==> src/rtl/keypad_lock_ctrl.sv <==
// Keypad code-lock controller: digit entry, code check, retry limit, timed lockout
// with BCD countdown on the display, and a patterned square-wave buzzer.
module keypad_lock_ctrl #(
  parameter int                  DIGITS    = 3,
  parameter int                  CLK_HZ    = 50_000_000,
  parameter int                  MAX_TRIES = 3,
  parameter int                  LOCK_SECS = 20,
  parameter logic [4*DIGITS-1:0] DEF_CODE  = 12'h246,
  parameter int                  CLICK_CYC = 10_000_000,
  parameter int                  HALF_KEY  = 50_000,
  parameter int                  HALF_SUCC = 25_000,
  parameter int                  HALF_FAIL = 100_000
) (
  input  logic                  clk,
  input  logic                  RST,
  input  logic [15:0]           onehot,
  output logic [4*DIGITS-1:0]   disp,
  output logic [1:0]            state,
  output logic [3:0]            tries,
  output logic [6:0]            lock_secs,
  output logic [4*DIGITS-1:0]   code_out,
  output logic                  buzzer
);
  localparam int DW   = 4*DIGITS;
  localparam int CW   = $clog2(DIGITS+1);
  localparam int TW   = $clog2(CLK_HZ+1);
  localparam int PW   = $clog2(3*CLICK_CYC+1);
  localparam int HMAX = (HALF_KEY > HALF_SUCC) ? ((HALF_KEY > HALF_FAIL) ? HALF_KEY : HALF_FAIL)
                                               : ((HALF_SUCC > HALF_FAIL) ? HALF_SUCC : HALF_FAIL);
  localparam int HW   = $clog2(HMAX+1);

  localparam logic [3:0] K_ENTER = 4'd10, K_SET = 4'd11, K_CLEAR = 4'd12, K_BKSP = 4'd13;
  localparam logic [DW-1:0] BLANK  = {DIGITS{4'hF}};
  localparam logic [DW-1:0] DASHES = {DIGITS{4'hD}};
  localparam logic [DW-1:0] OPENED = {DIGITS{4'hA}};

  typedef enum logic [1:0] {ST_ENTRY, ST_OPEN, ST_SETNEW, ST_LOCK} st_t;
  typedef enum logic [1:0] {PAT_NONE, PAT_KEY, PAT_SUCC, PAT_FAIL} pat_t;

  st_t             st_q, st_nxt;
  pat_t            pat_q;
  logic [15:0]     onehot_q;
  logic [DW-1:0]   disp_q, code_q;
  logic [CW-1:0]   cnt_q;
  logic [3:0]      tries_q;
  logic [6:0]      lock_q;
  logic [TW-1:0]   tick_q;
  logic [PW-1:0]   ph_q, pat_last;
  logic [HW-1:0]   hc_q, half_last;
  logic            tone_q;

  logic [3:0]      key;
  logic            key_vld, key_ev, is_dig, full, match, tick;
  logic            acc, succ, fail;
  logic [3:0]      fill;
  logic [DW+3:0]   shl_w, shr_w;
  logic [31:0]     lk_w;

  // Exact-value decode: multi-hot and unmapped patterns fall to default.
  always_comb begin
    key     = 4'd0;
    key_vld = 1'b1;
    case (onehot)
      16'h0008: key = 4'd0;
      16'h0080: key = 4'd1;
      16'h0040: key = 4'd2;
      16'h0020: key = 4'd3;
      16'h0800: key = 4'd4;
      16'h0400: key = 4'd5;
      16'h0200: key = 4'd6;
      16'h8000: key = 4'd7;
      16'h4000: key = 4'd8;
      16'h2000: key = 4'd9;
      16'h0001: key = K_ENTER;
      16'h0010: key = K_SET;
      16'h0100: key = K_CLEAR;
      16'h1000: key = K_BKSP;
      default:  key_vld = 1'b0;
    endcase
  end

  assign key_ev = key_vld && (onehot_q == 16'h0000);
  assign is_dig = (key <= 4'd9);
  assign full   = (cnt_q == CW'(DIGITS));
  assign match  = (disp_q == code_q);
  assign tick   = (tick_q == TW'(CLK_HZ-1));
  assign fill   = (st_q == ST_SETNEW) ? 4'hD : 4'hF;
  assign shl_w  = {disp_q, key};
  assign shr_w  = {fill, disp_q};
  assign lk_w   = {24'hFFFFFF, 4'(lock_q / 7'd10), 4'(lock_q % 7'd10)};

  always_ff @(posedge clk) begin
    if (RST) st_q <= ST_ENTRY;
    else     st_q <= st_nxt;
  end

  always_comb begin
    st_nxt = st_q;
    acc    = 1'b0;
    succ   = 1'b0;
    fail   = 1'b0;
    case (st_q)
      ST_ENTRY: if (key_ev) begin
        acc = 1'b1;
        if (key == K_ENTER && full) begin
          if (match) begin
            st_nxt = ST_OPEN;
            succ   = 1'b1;
          end else begin
            fail = 1'b1;
            if (tries_q == 4'(MAX_TRIES-1)) st_nxt = ST_LOCK;
          end
        end
      end
      ST_OPEN: if (key_ev) begin
        acc = 1'b1;
        if (key == K_CLEAR)    st_nxt = ST_ENTRY;
        else if (key == K_SET) st_nxt = ST_SETNEW;
      end
      ST_SETNEW: if (key_ev) begin
        acc = 1'b1;
        if (key == K_CLEAR) st_nxt = ST_ENTRY;
        else if (key == K_ENTER && full) begin
          st_nxt = ST_ENTRY;
          succ   = 1'b1;
        end
      end
      ST_LOCK: if (tick && lock_q == 7'd1) st_nxt = ST_ENTRY;
    endcase
  end

  always_ff @(posedge clk) begin
    if (RST) begin
      onehot_q <= '0;
      disp_q   <= BLANK;
      cnt_q    <= '0;
      tries_q  <= '0;
      code_q   <= DEF_CODE;
      lock_q   <= '0;
      tick_q   <= '0;
    end else begin
      onehot_q <= onehot;
      case (st_q)
        ST_ENTRY, ST_SETNEW: if (acc) begin
          if (is_dig) begin
            if (!full) begin
              disp_q <= shl_w[DW-1:0];
              cnt_q  <= cnt_q + 1'b1;
            end
          end else if (key == K_BKSP) begin
            if (cnt_q != '0) begin
              disp_q <= shr_w[DW+3:4];
              cnt_q  <= cnt_q - 1'b1;
            end
          end else if (key == K_CLEAR) begin
            disp_q <= BLANK;
            cnt_q  <= '0;
          end else if (key == K_ENTER && full) begin
            disp_q <= (st_nxt == ST_OPEN) ? OPENED : BLANK;
            cnt_q  <= '0;
            if (st_q == ST_SETNEW) code_q <= disp_q;
            else if (succ)         tries_q <= '0;
            else if (st_nxt == ST_LOCK) begin
              tries_q <= '0;
              lock_q  <= 7'(LOCK_SECS);
              tick_q  <= '0;
            end else               tries_q <= tries_q + 1'b1;
          end
        end
        ST_OPEN: if (acc) begin
          if (key == K_CLEAR) begin
            disp_q <= BLANK;
            cnt_q  <= '0;
          end else if (key == K_SET) begin
            disp_q <= DASHES;
            cnt_q  <= '0;
          end
        end
        ST_LOCK: begin
          tick_q <= tick ? '0 : tick_q + 1'b1;
          if (tick) begin
            if (lock_q == 7'd1) begin
              lock_q <= '0;
              disp_q <= BLANK;
              cnt_q  <= '0;
            end else lock_q <= lock_q - 1'b1;
          end
        end
      endcase
    end
  end

  // Buzzer sequencer: any accepted key restarts the pattern; SUCC/FAIL win over KEY.
  always_comb begin
    case (pat_q)
      PAT_KEY:  begin pat_last = PW'(CLICK_CYC-1);   half_last = HW'(HALF_KEY-1);  end
      PAT_SUCC: begin pat_last = PW'(3*CLICK_CYC-1); half_last = HW'(HALF_SUCC-1); end
      default:  begin pat_last = PW'(3*CLICK_CYC-1); half_last = HW'(HALF_FAIL-1); end
    endcase
  end

  always_ff @(posedge clk) begin
    if (RST) begin
      pat_q  <= PAT_NONE;
      ph_q   <= '0;
      hc_q   <= '0;
      tone_q <= 1'b0;
    end else if (acc) begin
      pat_q  <= fail ? PAT_FAIL : (succ ? PAT_SUCC : PAT_KEY);
      ph_q   <= '0;
      hc_q   <= '0;
      tone_q <= 1'b1;
    end else if (pat_q != PAT_NONE) begin
      if (ph_q == pat_last) pat_q <= PAT_NONE;
      ph_q <= ph_q + 1'b1;
      if (hc_q == half_last) begin
        hc_q   <= '0;
        tone_q <= ~tone_q;
      end else hc_q <= hc_q + 1'b1;
    end
  end

  always_comb begin
    disp   = disp_q;
    if (st_q == ST_LOCK) disp = lk_w[DW-1:0];
    buzzer = (pat_q != PAT_NONE) && tone_q &&
             !(pat_q == PAT_FAIL && ph_q >= PW'(CLICK_CYC) && ph_q < PW'(2*CLICK_CYC));
  end

  assign state     = st_q;
  assign tries     = tries_q;
  assign lock_secs = lock_q;
  assign code_out  = code_q;
endmodule

==> config.mk <==
export PLATFORM = sky130hd
export DESIGN_NAME = keypad_lock_ctrl
export DESIGN_NICKNAME = d
export VERILOG_FILES = /design/src/rtl/keypad_lock_ctrl.sv
export SDC_FILE = /design/constraint.sdc
export NUM_CORES = 1
export LEC_CHECK = 0
export ABC_AREA = 1
export CAP_MARGIN = 30
export CORE_UTILIZATION = 60
export DETAILED_ROUTE_END_ITERATION = 7
export PLACE_DENSITY = 0.81
export SLEW_MARGIN = 20
export SYNTH_ARGS = -nofsm -noshare
export SYNTH_HDL_FRONTEND = slang
export SYNTH_SLANG_ARGS = --single-unit
==> constraint.sdc <==
create_clock -name clk -period 2.6 [get_ports clk]
set_input_delay 0.26 -clock clk [delete_from_list [all_inputs] [get_ports clk]]
set_output_delay 0.26 -clock clk [all_outputs]
set_load 0.005 [all_outputs]
==> metrics.csv, run 1 <==
metric,value,unit
status,"complete, but fails checks",
violations,negative setup slack,
antenna_found_initial,0,
synth_edf_count,0,
synthFlopType,dfxtp_1,
yosys_warnings,0,
ios,56,
mostFrequentLayoutCells,"nand2_1, nor2_1, inv_1",
cp_slowest_cell,dfxtp_2,
met2_usage,53.14,%
layout_setup_ws,-0.2809,ns
grt_max_degree,50,
syn_area,0.007910,mm^2
grt_pass1_wl,34390,um
leakage,4.231,nW
routed-via-count,8520,
drive_above_1_share,22.95,%
skew,0.01030,ns
crit_path_end_kind,output pin,
cts_max_level,4,
cp_common_cell,nand2_2,
cap_violations,0,
crit_fanout,4,
die_h,116.8,um
grt_pass1_vias,7500,
arrival,2.62,ns
rows,41,
n_antenna_cell,0,
post_synth.cell_area_avg,6.715,um^2
crit_path_cell_trace,a21boi_2 -> a21oi_2 -> nor2_2 -> nor2_1 -> inv_1 -> nor2_1 -> inv_1 -> nand2_1 -> nand2_2 -> nand2_2 -> nand2_2 -> inv_2 -> ha_4 -> inv_4 -> nand2_4 -> nand3_4 -> nand2_2 -> nand2_2 -> o21ai_1 -> buf_2,
slowest_delay,0.33,ns
die_area,0.01365,mm^2
min_period,2.881,ns
met1_usage,41.23,%
power_density,428.0,mW/mm^2
ys_types,51,
drv_slew,0,
internal-power,0.003438,W
fmax,0.3471,GHz
clockPowerShare,51.9,%
drt_first_pass_iters,5,
synth_cells,1178,
clk_pin_slew,0.05,ns
wl_per_cell,14.66,um
grt_usage,32.03,%
grt_use_met3,5.819,%
syn_nets,1213,
ys_seq_area_share,31.89,%
slew_headroom,47.58,%
busiest_layer,met2,
syn_to_final_growth,29.22,%
grt.overflow.total,0,
cts_buffers,17,
core-area,0.01272,mm^2
cts_tree,built,
combPwrFrac,3.6,%
p_switching,0.0009362,W
rsz0062_at_grt,true,
place_hpwl,14970,um
root_buffer,clkbuf_16,
dpl.cell_count,1475,
insertion_delay,0.42,ns
worst_slew_pin_slew,0.7665,ns
cp.required,2.34,ns
drtIter0Drc,801,
drc,0,
pre_cts_slack,-0.3589,ns
critical_path_class,reg -> out,
ir_drop,0.0004448,V
clkSinkCount,126,
gp_congestion,0.9285,
vias_per_cell,5.594,
ant_nets,0,
portBuffers,55,
timing.final.crit_share,110.8,%
hold_path.class,in -> reg,
layout.nets,1374,
drt_wl_total,22320,um
final_cells,1523,
share_seq_of_total_power,44.5,%
switching_share,21.40,%
cts_buffer_depth,2,
postCtsHoldBufs,0,
finalHoldViolCount,0,
synth-seq-cells,126,
die_w,116.8,um
setup_viol,4,
postSynth.asyncResetShare,0,%
cp-start-kind,register,
start_util,62.18,%
finalPower,0.004375,W
final_common_cell,nand2_1,
## layer usage
metal | up-vias | wire length [um]
met5 | - | 0
met4 | 0 | 617
met3 | 71 | 1535
li1 | 4185 | -
met1 | 3920 | 9685
met2 | 344 | 10480
## what timing repair did
| item | CTS | global route |
|---|---|---|
| setup endpoints to repair | 6 | 76 |
| pin swaps | 12 | 27 |
| cloned | 0 | 3 |
| resized for setup | 38 | 55 |
| setup buffers | 3 | 11 |
## state kept, by name (all words and copies together), names as in the netlist
name / cells
onehot_q: 16
hc_q: 17
disp_q: 12
tick_q: 26
lock_secs: 7
cnt_q: 2
tone_q: 1
ph_q: 25
pat_q: 2
state: 2
code_out: 12
tries: 4
## power by group through the flow
stage                     logic (W)  registers, W  clock network, W
final                      0.000157       0.00195           0.00227
after global routing       0.000171       0.00195           0.00237
after global placement     0.000147       0.00199                 0
after CTS                  0.000153       0.00195           0.00228
after floorplan           0.0000726       0.00199                 0
after detailed placement   0.000150       0.00199                 0
## synth_stat cells (all sizes together), types with 2 or more instances
cell / count / area, um^2
nand2: 273 / 1110
nor2: 171 / 719.4
inv: 155 / 586.8
dfxtp: 126 / 2522
nand3: 83 / 457.9
a21oi: 59 / 381.6
o21ai: 52 / 260.3
nor3: 49 / 266.5
xor2: 27 / 236.5
nand4: 26 / 168.9
buf: 20 / 145.1
nor4: 20 / 131.4
ha: 17 / 212.7
o211ai: 17 / 127.6
xnor2: 16 / 140.1
clkbuf: 15 / 56.30
a211oi: 9 / 67.56
or2: 9 / 56.31
nor3b: 8 / 60.06
nand3b: 5 / 37.54
a31oi: 4 / 25.02
o22ai: 4 / 25.02
a2111oi: 2 / 17.52
o2111ai: 2 / 17.52
o41ai: 2 / 17.52
## worst max-delay path: cells and delay by family (launching register included)
family	cells	cell delay [ns]
flops	1	0.33
buf+inv	5	0.35
compound gates	3	0.52
fa+ha+maj	1	0.13
simple gates	11	0.84
## final timing paths
kind	startpoint	end	slack [ns]	cells past startpoint
worst max register to register	pat_q[0]	hc_q[16]	0.20	13
worst min register to register	tick_q[25]	tick_q[25]	0.46	2
worst min-delay path	RST	disp_q[4]	0.32	3
worst max-delay path	lock_secs[5]	disp[2]	-0.28	20
## metrics by stage
step                TNS (ns)  util, %  area, um^2  hold WS (ns)
CTS                   -1.031    77.73        9889        0.2911
global placement      -8.296    72.87        9270        0.4480
floorplan                  0        -        7910        0.3670
global route          -2.004    80.34       10220        0.3221
finish                -1.031    80.34       10220        0.3193
detailed placement    -14.31    72.87        9270        0.4589
## cell families (layout without fill, tap and decap cells)
logic type                 Yosys count  after routing  share of synthesized area [%]
buffers and inverters              190            361                          9.965
DFF                                126            126                          31.89
and+or+nand+nor                    644            646                          38.03
adders and majority gates           17             17                          2.689
AOI/OAI and AO/OA                  158            158                          12.67
xor gates and xnor gates            43             43                          4.761
## area by class of cell
cell class / instances / area [um^2]
clock buffer: 25 / 505.5
clock inverter: 6 / 57.56
fill: 883 / 2501
inverter: 155 / 596.8
multi-input combinational: 864 / 4873
sequential: 126 / 2526
tap: 172 / 215.2
timing repair buffer: 174 / 1438
timing repair inverter: 1 / 8.758
Note: power is estimated with default switching activity, not from simulation.
==> run 2: changes to the inputs <==
--- a/config.mk
+++ b/config.mk
@@ -7,9 +7,9 @@
 export LEC_CHECK = 0
 export ABC_AREA = 1
 export CAP_MARGIN = 30
-export CORE_UTILIZATION = 60
+export CORE_UTILIZATION = 50
 export DETAILED_ROUTE_END_ITERATION = 7
-export PLACE_DENSITY = 0.81
+export PLACE_DENSITY = 0.7
 export SLEW_MARGIN = 20
 export SYNTH_ARGS = -nofsm -noshare
 export SYNTH_HDL_FRONTEND = slang
==> run 2 against run 1 <==
Net effect: the flow still finishes with violations (negative setup slack); register-to-register slack lost 0.10 ns; flip-flop and latch count stayed put; first-iteration DRC count shrank 17%; global-route usage shrank 5.0 points; setup slack worse by 0.024 ns; final cell count up 4.0%; routed wire length is 2.4% lower; via count down 2.6%; maximum frequency decreased by 0.83%; largest cell class unchanged; highest routed layer unchanged.
==> metrics.csv, run 2 (synthesized netlist as in run 1, its figures left out) <==
metric,value,unit,change
grt.overflow.total,0,,unchanged
rsz0062_at_grt,true,,unchanged
final_cells,1584,,was 1523
critical_path_class,reg -> out,,unchanged
skew,0.008343,ns,was 0.01030 ns
power_density,442.9,mW/mm^2,was 428.0 mW/mm^2
violations,negative setup slack,,unchanged
grt_max_degree,50,,unchanged
design_area,0.01047,mm^2,was 0.01022 mm^2
root_buffer,clkbuf_16,,unchanged
portBuffers,55,,unchanged
crit_fanout,4,,unchanged
drive_above_1_share,23.89,%,was 22.95%
n_antenna_cell,0,,unchanged
vias_per_cell,5.239,,was 5.594
crit_path_end_kind,output pin,,unchanged
fillCellCount,1324,,was 883
insertion_delay,0.42,ns,about the same
grt_pass1_vias,7573,,was 7500
die_w,127.8,um,was 116.8 um
layout.nets,1396,,was 1374
grt_usage,27.03,%,was 32.03%
cts_max_level,4,,unchanged
finalHoldViolCount,0,,unchanged
drv_slew,0,,unchanged
clkSinkCount,126,,unchanged
grt_pass1_wl,35560,um,was 34390 um
cts_buffers,17,,unchanged
largest_register_ffs,26,,unchanged
drtIter0Drc,661,,was 801
reg_top3,"tick_q (26), ph_q (25), hc_q (17)",,unchanged
wl_per_cell,13.76,um,was 14.66 um
timing.final.crit_share,111.7,%,was 110.8%
cp.required,2.34,ns,about the same
mostFrequentLayoutCells,"nand2_1, nor2_1, buf_4",,"was nand2_1, nor2_1, inv_1"
ant_nets,0,,unchanged
ir_drop,0.0004103,V,was 0.0004448 V
arrival,2.65,ns,was 2.62 ns
cp-start-kind,register,,unchanged
largest_register,tick_q,,unchanged
slew_headroom,53.07,%,was 47.58%
place_hpwl,14990,um,was 14970 um
rows,45,,was 41
hold_path.class,in -> reg,,unchanged
hold_ws,0.2624,ns,was 0.3193 ns
die_h,127.8,um,was 116.8 um
dpl.cell_count,1526,,was 1475
ios,56,,unchanged
gp_congestion,0.9176,,was 0.9285
drt_wl_total,21790,um,was 22320 um
clk_pin_slew,0.05,ns,about the same
syn_to_final_growth,32.32,%,was 29.22%
leakage,4.383,nW,was 4.231 nW
die_area,0.01633,mm^2,was 0.01365 mm^2
drc,0,,unchanged
fmax,0.3442,GHz,was 0.3471 GHz
antenna_found_initial,0,,unchanged
core-area,0.01531,mm^2,was 0.01272 mm^2
start_util,51.65,%,was 62.18%
final_common_cell,nand2_1,,unchanged
placed_area,0.009434,mm^2,was 0.009270 mm^2
routed-via-count,8299,,was 8520
worst_slew_pin_slew,0.7040,ns,was 0.7665 ns
fin_tns_setup,-1.076,ns,was -1.031 ns
status,"complete, but fails checks",,unchanged
layout_setup_ws,-0.3050,ns,was -0.2809 ns
min_period,2.905,ns,was 2.881 ns
cap_violations,0,,unchanged
cts_buffer_depth,2,,unchanged
cts_tree,built,,unchanged
drt_first_pass_iters,6,,was 5
setup_viol,5,,was 4
pre_cts_slack,-0.3525,ns,was -0.3589 ns
-- run 2: cell count changes in the layout (fill, tap and decap cells not counted), moves of 3 or more --
cell | previous run | this run
buf_4 | 117 | 140
nand2_2 | 39 | 35
clkinv_2 | 4 | 1
bufinv_16 | 1 | 4
clkbuf_8 | 5 | 2
dfxtp_4 | 0 | 3
nand2_1 | 231 | 235
dfxtp_1 | 123 | 120
-- run 2: power by group --
group / total [W] / internal (W) / switching [W]
Combinational: 0.000157 / 0.0000690 / 0.0000881
Sequential: 0.00194 / 0.00194 / 0.00000288
Clock: 0.00253 / 0.00165 / 0.000879
-- run 2: final timing paths --
kind,from,end,slack (ns),depth (start not counted)
hold reg to reg,tick_q[25],tick_q[25],0.46,2
setup / recovery,lock_secs[4],disp[2],-0.31,21
hold / removal,onehot[4],onehot_q[4],0.26,4
setup reg to reg,tick_q[1],disp_q[4],0.10,15
-- run 2: what timing repair did --
action,in CTS,in global routing
gates resized for setup,40,53
setup buffers,8,19
endpoints found under the setup margin,6,64
pin swaps,11,22
hold buffers,0,0
-- run 2: metal layers --
layer  up-vias  global-route usage, %  routed length, um
li1       4216                      -                  -
met1      3782                  36.30              10180
met2       256                  43.89              10040
met3        45                  5.426               1214
met4         0                  7.751                352
met5         -                      0                  0
-- run 2: per-stage QoR --
step | total power [W] | utilization, %
after floorplan | 0.002061 | -
after global placement | 0.002141 | 61.60
after detailed placement | 0.002142 | 61.60
after CTS | 0.004651 | 66.27
after global routing | 0.004768 | 68.34
final | 0.004636 | 68.34
-- run 2: final cells by class --
class                           count  area [um^2]  area share, %
Inverter                          155        594.3          5.678
Clock buffer                       22        464.2          4.435
Timing Repair Buffer              199         1655          15.82
Sequential cell                   126         2537          24.24
Tap cell                          211        264.0          2.522
Multi-Input combinational cell    862         4792          45.79
Clock inverter                      9        158.9          1.518
-- run 2: worst max-delay path: stages (launching register included) --
cell      delay [ns]
dfxtp_4         0.37
inv_4           0.09
a21boi_4        0.06
a21oi_2         0.19
nor2_2          0.07
nor2_1          0.12
inv_1           0.06
nor2_1          0.15
inv_1           0.09
nand2_1         0.08
nand2_2         0.06
nand2_2         0.09
nand2_2         0.07
inv_2           0.08
ha_4            0.14
inv_4           0.04
nand2_4         0.07
nand3_4         0.07
nand2_1         0.07
nand2_1         0.04
o21ai_1         0.10
buf_2           0.12
